$ cat config.mk
export PLATFORM = sky130hd
export DESIGN_NAME = reg_file_param
export DESIGN_NICKNAME = d
export VERILOG_FILES = /design/src/rtl/reg_file_param.sv
export SDC_FILE = /design/constraint.sdc
export NUM_CORES = 1
export LEC_CHECK = 0
export ABC_CLOCK_PERIOD_IN_PS = 2300
export BUFFER_PORTS_ARGS = -buffer_cell sky130_fd_sc_hd__buf_2
export CAP_MARGIN = 20
export CORE_UTILIZATION = 52
export CTS_CLUSTER_SIZE = 16
export DETAILED_ROUTE_END_ITERATION = 10
export PLACE_DENSITY = 0.73
export SYNTH_ARGS = -nofsm -noshare
export SYNTH_HDL_FRONTEND = slang
export SYNTH_SLANG_ARGS = --single-unit
$ cat constraint.sdc
create_clock -name clk -period 2.3 [get_ports clk]
set_input_delay 0.575 -clock clk [delete_from_list [all_inputs] [get_ports clk]]
set_output_delay 0.575 -clock clk [all_outputs]
set_load 0.02 [all_outputs]
$ cat src/rtl/reg_file_param.sv
`default_nettype none
// ============================================================================
// Module   : reg_file_param
// Purpose  : Parametrised general-purpose register bank. One write port with
//            per-byte strobes, two combinational read ports, an optional
//            hardwired-zero register 0 and optional write-to-read bypass.
// Ports    : clk     - clock, all state updates on the rising edge
//            clr     - synchronous active-high clear of every register
//            we      - write enable
//            waddr   - write address
//            wdata   - write data
//            wstrb   - byte write strobes, bit i enables wdata[8i+7:8i]
//            raddr_a - read port A address
//            rdata_a - read port A data (combinational)
//            raddr_b - read port B address
//            rdata_b - read port B data (combinational)
// Revision : 1.0 - initial release
// ============================================================================
module reg_file_param #(
    parameter int WIDTH    = 16,
    parameter int NUM_REGS = 8,
    parameter int ADDR_W   = 3,
    parameter int ZERO_REG = 1,
    parameter int BYPASS   = 0
) (
    input  logic                 clk,
    input  logic                 clr,
    input  logic                 we,
    input  logic [ADDR_W-1:0]    waddr,
    input  logic [WIDTH-1:0]     wdata,
    input  logic [WIDTH/8-1:0]   wstrb,
    input  logic [ADDR_W-1:0]    raddr_a,
    output logic [WIDTH-1:0]     rdata_a,
    input  logic [ADDR_W-1:0]    raddr_b,
    output logic [WIDTH-1:0]     rdata_b
);

    localparam int c_nbytes = WIDTH / 8;

    // Current contents of every register (register 0 is constant zero when
    // ZERO_REG is set).
    logic [WIDTH-1:0] w_regs [NUM_REGS];

    logic [WIDTH-1:0] w_stored_a;
    logic [WIDTH-1:0] w_stored_b;
    logic [WIDTH-1:0] w_stored_w;
    logic             w_in_range;
    logic             w_wr_en;
    logic [WIDTH-1:0] w_merged;

    // Address decode by comparison against every implemented index, so an
    // address at or beyond NUM_REGS simply matches nothing and reads zero.
    always_comb begin
        w_stored_a = '0;
        w_stored_b = '0;
        w_stored_w = '0;
        w_in_range = 1'b0;
        for (int i = 0; i < NUM_REGS; i++) begin
            if (raddr_a == ADDR_W'(i)) begin
                w_stored_a = w_regs[i];
            end
            if (raddr_b == ADDR_W'(i)) begin
                w_stored_b = w_regs[i];
            end
            if (waddr == ADDR_W'(i)) begin
                w_stored_w = w_regs[i];
                w_in_range = 1'b1;
            end
        end
    end

    // A write takes effect only when it targets a real, writable register
    // and is not overridden by clr. The same qualifier gates the bypass.
    assign w_wr_en = we && !clr && w_in_range &&
                     !((ZERO_REG != 0) && (waddr == '0));

    // Value the target register holds after the edge: strobed bytes from
    // wdata, everything else from the current contents.
    always_comb begin
        w_merged = w_stored_w;
        for (int b = 0; b < c_nbytes; b++) begin
            if (wstrb[b]) begin
                w_merged[8*b +: 8] = wdata[8*b +: 8];
            end
        end
    end

    for (genvar gi = 0; gi < NUM_REGS; gi++) begin : g_reg
        if ((ZERO_REG != 0) && (gi == 0)) begin : g_zero
            assign w_regs[gi] = '0;
        end else begin : g_store
            logic [WIDTH-1:0] r_q;
            logic             w_sel;

            assign w_sel = w_wr_en && (waddr == ADDR_W'(gi));

            always_ff @(posedge clk) begin
                if (clr) begin
                    r_q <= '0;
                end else if (w_sel) begin
                    r_q <= w_merged;
                end
            end

            assign w_regs[gi] = r_q;
        end
    end

    // Bypass forwards the merged value only for a qualified write; a write to
    // the zero register or an out-of-range address is never forwarded.
    assign rdata_a = ((BYPASS != 0) && w_wr_en && (raddr_a == waddr)) ? w_merged : w_stored_a;
    assign rdata_b = ((BYPASS != 0) && w_wr_en && (raddr_b == waddr)) ? w_merged : w_stored_b;

endmodule
`default_nettype wire

==> results.py <==
metrics = {
    "detailed_routing": {
        "wl_mm": 26.9,
        "initialDrtViolationCount": 970,
        "dr_total_vias": 8199,
        "drtPass1Iterations": 6,
        "routedWlPerCell_um": 21.6,
        "post_drt_via_cell_ratio": 6.60,
        "drc_errors": 0,
        "antenna_left": 0,
    },
    "timing": {
        "timing_hold_violations_final": 0,
        "worst_slack_ns": -0.118,
        "min_period_over_period_pct": 105,
        "max-slew-margin-rel_pct": 29.3,
        "slew_at_the_pin_closest_to_its_max_slew_limit_ns": 1.06,
        "grt_setup_unrepaired": "yes",
        "timing.hold.ws_ns": 0.521,
        "post_route_minimum_period_ns": 2.42,
        "finClkSkew_ns": 0.00579,
        "drv_slew": 0,
        "fmax_mhz": 414,
        "final-setup-viol-count": 11,
    },
    "critical_path": {
        "cp-start-kind": "input port",
        "critical_path_required_ns": 1.73,
        "critPathMaxFanout": 7,
        "crit_type": "input port to output pin",
        "crit_path_buffers_inverters": 3,
        "critPathArrivalTime_ns": 1.84,
        "cp_cell_sequence": "buf_12 > buf_12 > mux2_4 > a221o_1 > a32o_2 > buf_6",
        "slowest_delay_ns": 0.30,
        "path_common_cell": "sky130_fd_sc_hd__buf_12",
        "path_delay_family": "compound AO/OA/AOI/OAI gates",
        "critPathSlowestCell": "sky130_fd_sc_hd__a221o_1",
        "ff2ff_setup_slack_ns": 0.96,
        "critical_path.endpoint_type": "output pin",
    },
    "layout": {
        "mostFrequentLayoutCells": "108 x sky130_fd_sc_hd__dfxtp_1, 96 x sky130_fd_sc_hd__buf_4, 95 x sky130_fd_sc_hd__o21ai_0, 95 x sky130_fd_sc_hd__mux2i_1, 93 x sky130_fd_sc_hd__nand2_1",
        "finalInstanceArea_um2": 9470,
        "reg_top3": "g.g_store.r_q: 112 flops",
        "layout.cells.most_common": "sky130_fd_sc_hd__dfxtp_1",
        "drive_gt1_share_pct": 25.3,
        "synthToLayoutAreaGrowth_pct": 20.9,
        "diodes": 0,
        "largest_register_ff_count": 112,
        "fin_cells": 1243,
        "final_core_utilization_pct": 64.9,
        "nNetsFinal": 1085,
        "max_flop_register": "g.g_store.r_q",
    },
    "synth": {
        "synth_largest_area_cell": "sky130_fd_sc_hd__dfxtp_1",
        "postSynthAreaPerCell_um2": 8.11,
        "synthCells": 965,
        "synthFlopType": "sky130_fd_sc_hd__dfxtp_1",
        "synth_top_cells_by_area": "sky130_fd_sc_hd__dfxtp_1 29%, sky130_fd_sc_hd__mux2i_1 12%, sky130_fd_sc_hd__o21ai_0 6.1%",
        "yosys_warnings": 0,
        "synth.yosys.seq_area_share_pct": 28.6,
        "synth_top_area_share_pct": 28.6,
        "post_synth_edffs": 0,
        "async_flop_share_pct": 0,
        "syn-num-nets": 995,
        "synth_cell_types": 43,
        "synth_area_um2": 7830,
        "postSynthRegisterBits": 112,
    },
    "flow_run": {
        "cap_viol_max_count": 0,
    },
    "clock_network": {
        "cts.sink_count": 112,
        "max-clock-path-buffers": 2,
        "cts_htree_levels": 3,
        "numCtsBuffers": 9,
        "cts_hold_buffers": 0,
        "tritoncts_clock_tree": "yes",
        "clock_insertion_delay_at_the_later_pin_of_the_skew_report_ns": 0.36,
        "clk_pin_slew_worst_paths_ns": 0.07,
        "clock_tree.root_cell": "sky130_fd_sc_hd__clkbuf_16",
    },
    "pwr": {
        "power_density_nw_per_um2": 483,
        "total_leakage_power_nw": 4.04,
        "vdd_ir_drop_max_mv": 0.351,
    },
    "floorplan": {
        "rows": 44,
        "fp.dieW_um": 125,
        "initial_core_utilization_pct": 53.7,
        "die-height_um": 125,
        "fp.dieArea_um2": 15600,
        "core-area_um2": 14600,
        "floorplan.io_pins": 62,
    },
    "place": {
        "post_dp_cell_area_um2": 8740,
        "hpwlAfterDp_mm": 18.5,
        "place_ws_ns": -0.294,
        "placedCellCount": 1217,
        "port_buffers": 61,
        "gp_congestion": 0.969,
    },
    "global_route": {
        "grt_usage_pct": 34.1,
        "wire_length_of_the_first_global_routing_pass_mm": 41.8,
        "first_global_vias": 7566,
        "grt_overflow_total": 0,
        "number_of_antenna_violations_at_the_first_check_in_global_routing": 0,
        "grt_max_degree": 113,
    },
    "status": {
        "outcome": "complete, but fails checks",
        "violations_in_the_final_reports": "setup timing",
    },
    "min_path": {
        "holdCritPathClass": "register to register",
    },
}
[final timing paths]
| kind | from | cells past startpoint | endpoint |
|---|---|---|---|
| hold reg to reg | g_reg[6].g_store.r_q[6]$_SDFFE_PP0P_ | 2 | g_reg[6].g_store.r_q[6]$_SDFFE_PP0P_ |
| setup / recovery | raddr_b[1] | 6 | rdata_b[15] |
| hold / removal | g_reg[6].g_store.r_q[6]$_SDFFE_PP0P_ | 2 | g_reg[6].g_store.r_q[6]$_SDFFE_PP0P_ |
| setup reg to reg | g_reg[7].g_store.r_q[14]$_SDFFE_PP0P_ | 4 | g_reg[4].g_store.r_q[14]$_SDFFE_PP0P_ |
[metrics by stage]
step | power (mW) | TNS (ns)
5_1_grt | 4.72 | -0.842
4_1_cts | 4.49 | -0.775
2_1_floorplan | 2.64 | -0.0616
3_5_place_dp | 2.95 | -5.57
6_report | 4.57 | -0.471
3_3_place_gp | 2.94 | -4.92
[kinds of logic after synthesis]
| logic type | share of synthesized area, % |
|---|---|
| AO/OA/AOI/OAI | 24.2 |
| buffers and inverters | 6.81 |
| flip-flops | 28.6 |
| multiplexers | 20.7 |
| AND/OR/NAND/NOR | 19.7 |
[metal layers]
layer | vias to the layer above | global-route usage [%] | part of all wire (%)
met5 | - | 0 | 0
met4 | 0 | 15.5 | 3.4
met3 | 80 | 5.97 | 11
met2 | 536 | 50.7 | 44
met1 | 3897 | 47.9 | 42
li1 | 3686 | - | -
[layout make-up]
type	instances	area [um^2]
clock buffer	12	256
clock inverter	3	17.5
fill	1238	5120
inverter	26	100
multi-input combinational	738	5200
sequential	112	2250
tap	184	230
timing repair buffer	168	1420
[worst min-delay path, delay by kind of cell (launching register included)]
| kind | cells | cell delay (ns) |
|---|---|---|
| simple gates | 1 | 0.07 |
| flops | 1 | 0.34 |
| compound gates | 1 | 0.06 |
[where the power goes]
| part | switching [mW] | internal, mW |
|---|---|---|
| sequential | 0.0561 | 1.99 |
| clock | 0.752 | 0.787 |
| combinational | 0.559 | 0.436 |
[synthesized netlist by cell type (2+ instances only)]
library cell	number
sky130_fd_sc_hd__o21ai_0	96
sky130_fd_sc_hd__o32ai_1	5
sky130_fd_sc_hd__a221o_1	13
sky130_fd_sc_hd__a21boi_0	2
sky130_fd_sc_hd__o31ai_1	14
sky130_fd_sc_hd__dfxtp_1	112
sky130_fd_sc_hd__nand2_1	93
sky130_fd_sc_hd__nand3_1	10
sky130_fd_sc_hd__a22o_1	12
sky130_fd_sc_hd__buf_4	7
sky130_fd_sc_hd__o2bb2ai_1	6
sky130_fd_sc_hd__o211ai_1	13
sky130_fd_sc_hd__nand2b_1	52
sky130_fd_sc_hd__a31oi_1	3
sky130_fd_sc_hd__inv_1	24
sky130_fd_sc_hd__a21oi_1	86
sky130_fd_sc_hd__nor2b_1	48
sky130_fd_sc_hd__mux2_2	21
sky130_fd_sc_hd__nor2_2	3
sky130_fd_sc_hd__mux2i_1	95
sky130_fd_sc_hd__buf_1	4
sky130_fd_sc_hd__o221ai_1	5
sky130_fd_sc_hd__a221oi_1	16
sky130_fd_sc_hd__buf_2	35
sky130_fd_sc_hd__and3_1	2
sky130_fd_sc_hd__o221a_2	2
sky130_fd_sc_hd__a32o_1	7
sky130_fd_sc_hd__nand3b_1	26
sky130_fd_sc_hd__nor2_1	62
sky130_fd_sc_hd__clkbuf_1	38
sky130_fd_sc_hd__mux4_2	18
sky130_fd_sc_hd__mux2_4	2
sky130_fd_sc_hd__inv_2	2
sky130_fd_sc_hd__buf_6	4
sky130_fd_sc_hd__o22ai_1	19
[what timing repair did]
item | in CTS | in global routing
gates cloned | 1 | 1
setup endpoints to repair | 32 | 28
setup buffers | 6 | 3
pin swaps | 5 | 13
gates resized for setup | 36 | 58
Note: power is estimated with default switching activity, not from simulation.
